`config.mk`:
```
export PLATFORM = sky130hd
export DESIGN_NAME = imem_ctrl
export DESIGN_NICKNAME = d
export VERILOG_FILES = /design/src/rtl/imem_ctrl_pkg.sv /design/src/rtl/imem_ctrl.sv
export SDC_FILE = /design/constraint.sdc
export NUM_CORES = 1
export LEC_CHECK = 0
export ABC_AREA = 0
export CORE_MARGIN = 5
export CORE_UTILIZATION = 56
export DETAILED_ROUTE_END_ITERATION = 7
export DONT_BUFFER_PORTS = 1
export PLACE_DENSITY = 0.78
export SETUP_SLACK_MARGIN = 0.3
export SYNTH_ARGS = -nofsm -noshare
export SYNTH_HDL_FRONTEND = slang
export SYNTH_SLANG_ARGS = --single-unit
```
`constraint.sdc`:
```
create_clock -name clk -period 5.6 [get_ports clk]
set_input_delay 0.56 -clock clk [delete_from_list [all_inputs] [get_ports clk]]
set_output_delay 0.56 -clock clk [all_outputs]
set_load 0.01 [all_outputs]
```
`src/rtl/imem_ctrl_pkg.sv`:
```
// rtl/imem_ctrl_pkg.sv - shared definitions for the instruction memory controller
//
// Purpose: instruction word layout and controller FSM state encoding, shared by
// the controller and anything that wires it to the instruction memory.
// Ports: none (package).

package imem_ctrl_pkg;

  localparam int unsigned instr_width_lp = 32;

  // One instruction word as stored in memory and returned to the core.
  typedef struct packed {
    logic [7:0]  opcode;
    logic [23:0] operand;
  } instruction_s;

  // Controller modes: waiting for a first load, loading from host, serving fetches.
  typedef enum logic [1:0] {
    IDLE = 2'd0,
    LOAD = 2'd1,
    RUN  = 2'd2
  } imem_state_e;

endpackage

```
`src/rtl/imem_ctrl.sv`:
```
// rtl/imem_ctrl.sv - instruction memory controller: host program load and core fetch path
//
// Purpose: owns the port of an external synchronous instruction memory. In LOAD
// it writes host words at consecutive addresses from 0; in RUN it serves core
// fetches with one cycle of latency and full throughput.
// Ports:
//   clk, reset_n_i                        clock, asynchronous active-low reset
//   load_start_i                          pulse: start a program load
//   host_valid_i/host_instr_i/host_last_i host load stream, host_ready_o accepts
//   fetch_valid_i/fetch_addr_i            core fetch request, fetch_ready_o accepts
//   resp_valid_o/resp_instr_o             fetch response, consumed by resp_ready_i
//   mem_addr_o/mem_instr_o/mem_wen_o      to instruction memory
//   mem_instr_i                           read data from instruction memory (1 cycle)
//   loaded_o                              a load has completed since the last load_start_i

module imem_ctrl
  import imem_ctrl_pkg::*;
#(
  parameter int unsigned addr_width_p = 10
) (
  input  logic                    clk,
  input  logic                    reset_n_i,
  input  logic                    load_start_i,
  input  logic                    host_valid_i,
  input  instruction_s            host_instr_i,
  input  logic                    host_last_i,
  output logic                    host_ready_o,
  input  logic                    fetch_valid_i,
  input  logic [addr_width_p-1:0] fetch_addr_i,
  output logic                    fetch_ready_o,
  output logic                    resp_valid_o,
  output instruction_s            resp_instr_o,
  input  logic                    resp_ready_i,
  output logic [addr_width_p-1:0] mem_addr_o,
  output instruction_s            mem_instr_o,
  output logic                    mem_wen_o,
  input  instruction_s            mem_instr_i,
  output logic                    loaded_o
);

  localparam logic [addr_width_p-1:0] cnt_max_lp = '1;

  imem_state_e             state_q, state_d;
  logic [addr_width_p-1:0] cnt_q, cnt_d;
  logic [addr_width_p-1:0] addr_q, addr_d;
  logic                    resp_valid_q, resp_valid_d;
  logic                    loaded_q, loaded_d;
  logic                    load_pend_q, load_pend_d;

  logic load_req;
  logic can_drain;
  logic host_acc;
  logic fetch_acc;

  always_comb begin
    // A load requested while a response is stuck is remembered until it drains.
    load_req      = load_start_i | load_pend_q;
    can_drain     = !resp_valid_q | resp_ready_i;

    host_ready_o  = (state_q == LOAD);
    // No new fetch is taken once a load is requested: its response would be lost.
    fetch_ready_o = (state_q == RUN) & can_drain & !load_req;
    host_acc      = host_ready_o & host_valid_i;
    fetch_acc     = fetch_ready_o & fetch_valid_i;

    mem_wen_o     = host_acc;
    mem_instr_o   = host_instr_i;
    resp_instr_o  = mem_instr_i;

    // Re-presenting addr_q while stalled makes the memory re-read the same word,
    // which keeps resp_instr_o stable without a holding register.
    if (state_q == LOAD) begin
      mem_addr_o = cnt_q;
    end else if (fetch_acc) begin
      mem_addr_o = fetch_addr_i;
    end else begin
      mem_addr_o = addr_q;
    end

    state_d      = state_q;
    cnt_d        = cnt_q;
    addr_d       = addr_q;
    resp_valid_d = resp_valid_q;
    loaded_d     = loaded_q;
    load_pend_d  = load_pend_q;

    case (state_q)
      IDLE: begin
        if (load_start_i) begin
          state_d = LOAD;
          cnt_d   = '0;
        end
      end

      LOAD: begin
        resp_valid_d = 1'b0;
        if (host_acc) begin
          // Writing the top address ends the load even without host_last_i.
          if (host_last_i || (cnt_q == cnt_max_lp)) begin
            state_d  = RUN;
            cnt_d    = '0;
            loaded_d = 1'b1;
          end else begin
            cnt_d = cnt_q + 1'b1;
          end
        end
      end

      RUN: begin
        if (load_req) begin
          if (can_drain) begin
            state_d      = LOAD;
            cnt_d        = '0;
            resp_valid_d = 1'b0;
            loaded_d     = 1'b0;
            load_pend_d  = 1'b0;
          end else begin
            load_pend_d = 1'b1;
          end
        end else if (fetch_acc) begin
          addr_d       = fetch_addr_i;
          resp_valid_d = 1'b1;
        end else if (resp_ready_i) begin
          resp_valid_d = 1'b0;
        end
      end

      default: begin
        state_d = IDLE;
      end
    endcase
  end

  always_ff @(posedge clk or negedge reset_n_i) begin
    if (!reset_n_i) begin
      state_q      <= IDLE;
      cnt_q        <= '0;
      addr_q       <= '0;
      resp_valid_q <= 1'b0;
      loaded_q     <= 1'b0;
      load_pend_q  <= 1'b0;
    end else begin
      state_q      <= state_d;
      cnt_q        <= cnt_d;
      addr_q       <= addr_d;
      resp_valid_q <= resp_valid_d;
      loaded_q     <= loaded_d;
      load_pend_q  <= load_pend_d;
    end
  end

  assign resp_valid_o = resp_valid_q;
  assign loaded_o     = loaded_q;

endmodule
```
==> results.md <==
Die
* starting utilization of the core area: 0.582
* number of standard-cell rows in the floorplan: 21
* DIE AREA: 4740 um^2
* Core Footprint: 3340 um^2
* total I/O pin count: 160
* horizontal die dimension: 68.9 um
* floorplan die height: 68.9 um

Synthesis
* synthesized cell area: 1940 um^2
* #FFs+latches synth: 25
* cell count after synthesis: 199
* cell with the most instances after synthesis: buf_4
* sequential share of the synthesized area: 0.322
* Ys Warns: 0
* top post-synthesis cells by area: dfrtp_1 (32%), buf_4 (25%), mux2_4 (7.0%)
* most used flip-flop cell after synthesis: dfrtp_1
* leading post-synthesis cells by instance count: buf_4 (65), dfrtp_1 (25), nor2_1 (13)
* number of nets in the synthesized netlist: 285
* number of distinct standard cells referenced by the synthesized netlist: 35
* proportion of synthesized flip-flops having asynchronous set or reset: 1.00
* largest area contributor in the netlist: dfrtp_1
* synthesized area divided by synthesized cell count: 9.75 um^2
* number of flops mapped to enable cells by yosys: 0
* Synth top area share: 0.322

STA
* Total Negative Setup Slacks: 0 ns
* Max Fclk: 0.283 GHz
* Final Skew: 0.00850 ns
* unrepaired setup endpoints after global routing: no
* slew at the pin with the worst max-slew slack: 0.787 ns
* Setup-failing EPs final: 0
* worst relative slew slack: 0.475
* final cycle utilization of the critical path: 0.630
* min cycle time layout: 3.53 ns
* final count of pins violating max slew: 0
* number of hold-slack violations in the final timing report: 0

Routing
* overall routed net length: 4.42 mm
* 1st-iter DRT viols: 44
* average via count per standard cell: 6.19
* number of detailed-routing iterations run before antenna repair: 4
* remaining number of nets flagged by the antenna check after routing: 0
* DR WL/cell: 24.4 um
* via total after detailed routing: 1,121
* residual DRC count: 0

GRT
* GRT overflow: 0
* largest net degree at the start of global routing: 26
* number of antenna violations at the first check in global routing: 0
* vias in the first global route: 1,158
* Total GRT Usage: 0.185
* wire length of the first global-routing pass: 6.43 mm

Worst setup path
* nature of the critical path endpoint: output port
* biggest fanout along the worst timing path: 11
* Critical Path Slowest Stage Cell: mux2_1
* count of cells along the worst register-to-register path: 6
* critical path buffer and inverter count: 2
* cell-by-cell trace of the critical path: inv_1 > ha_1 > inv_1 > nor4_2 > nand2_1 > mux2_1 > mux2_2
* family with the most delay on the worst path: simple AND/OR/NAND/NOR gates
* critical path start-end classification: flip-flop to output port
* Critical Path Stages: 7
* crit-path max cell delay: 0.49 ns
* Required @ worst endpoint: 5.04 ns
* most prevalent standard cell on the critical path: inv_1
* critical path startpoint category: flip-flop
* arrival time of data at the critical path endpoint: 2.97 ns

Clocking
* clock tree from TritonCTS: yes
* clock tree buffer depth: 2
* clock transition at the registers of the reported paths: 0.14 ns
* number of buffers created by CTS: 3
* clock latency at the later pin of the worst-skew pair: 0.33 ns
* CTS H-Tree Depth: 1
* CTS Root Buffer Type: clkbuf_4
* # resized after CTS: 0
* sink count of the clock tree: 25

Layout
* layout cell share with drive strength beyond 1: 0.237
* count of antenna diodes in the layout: 0
* post-layout utilization of the core: 0.460
* net total in the final layout: 222
* area delta synth->final: -20.8%

Power
* static leakage power: 0.700 nW
* VDD IR max: 0.124 mV
* power density over cell area: 462 nW/um^2

Job
* Max Cap Violations: 0

Placed design
* estimated wirelength of the detail-placed design: 3.56 mm
* Placer Congestion: 0.920
* buffers added on ports: 0

Worst hold path
* HP Class: primary input to async pin

Outcome
* run status: finished clean

-- through the flow --
step / hold slack, ns / area (um^2) / setup WS [ns] / power, mW / std cells
final: 0.0251 / 1540 / 2.07 / 0.709 / 181
after global routing: 0.0113 / 1540 / 1.93 / 0.755 / 181
after CTS: 0.0116 / 1540 / 2.07 / 0.713 / 181
after detailed placement: 0.265 / 1490 / 2.46 / 0.621 / 176
after global placement: 0.265 / 1490 / 2.60 / 0.601 / 176
after floorplan: 0.264 / 1940 / 2.99 / 0.606 / 199
-- flip-flops by register name (all words and copies together), names as in the netlist --
register and flops:
load_pend_q 1, loaded_o 1, cnt_q 10, state_q 2, addr_q 10, resp_valid_o 1
-- where the power goes --
group	leakage (nW)	switching, mW	total [mW]	internal [mW]
Sequential	0.327	0.0334	0.268	0.235
Combinational	0.359	0.197	0.359	0.161
Clock	0.0139	0.0550	0.0823	0.0273
-- placed cells by master, fill, tap and decap left out, drive strengths merged --
master / instances
o21ai: 15
nor3: 1
nand3: 6
nor4: 1
and2: 2
nand4: 1
inv: 6
nor2b: 4
clkinvlp: 1
clkbuf: 3
a21oi: 2
a2111o: 1
o2bb2ai: 1
or4: 1
buf: 1
dfrtp: 25
or2: 2
nand2b: 3
o31ai: 6
o41ai: 3
mux2i: 1
o21a: 1
mux2: 20
nand2: 7
ha: 5
nor2: 13
o22a: 1
and3: 2
-- layout make-up --
| class | instances | area [um^2] |
|---|---|---|
| multi-input combinational | 99 | 781 |
| fill | 323 | 1800 |
| timing repair buffer | 1 | 20.0 |
| clock buffer | 3 | 22.5 |
| inverter | 6 | 22.5 |
| sequential | 25 | 626 |
| tap | 46 | 57.6 |
| clock inverter | 1 | 7.51 |
-- per-layer routing --
layer | up-vias | share of wire | global-route usage
met4 | 0 | 0.036 | 0.102
met5 | - | 0 | 0
met1 | 517 | 0.30 | 0.175
met3 | 23 | 0.17 | 0.110
li1 | 487 | - | -
met2 | 94 | 0.49 | 0.311
-- path summary, 6_finish.rpt --
kind	start	to	slack [ns]
setup / recovery	state_q[0]	mem_addr_o[9]	2.07
hold / removal	reset_n_i	cnt_q[9]	0.03
setup reg to reg	state_q[0]	addr_q[9]	3.16
hold reg to reg	addr_q[5]	addr_q[5]	0.51
max in group asynchronous	reset_n_i	cnt_q[2]	5.43
min in group clk	fetch_addr_i[7]	addr_q[7]	0.38
-- repair_timing --
item,in CTS,in global routing
endpoints found under the hold margin,25,0
hold buffers,1,0
setup buffers,0,0
-- logic make-up after synthesis --
kind of cell / count (synthesis) / share of synthesized area
buffers and inverters: 75 / 0.275
AND/OR/NAND/NOR: 43 / 0.118
AO/OA/AOI/OAI: 30 / 0.113
flip-flops: 25 / 0.322
multiplexers: 21 / 0.139
adder cells (fa/ha/maj): 5 / 0.0322
(Power assumes the default switching activity.)
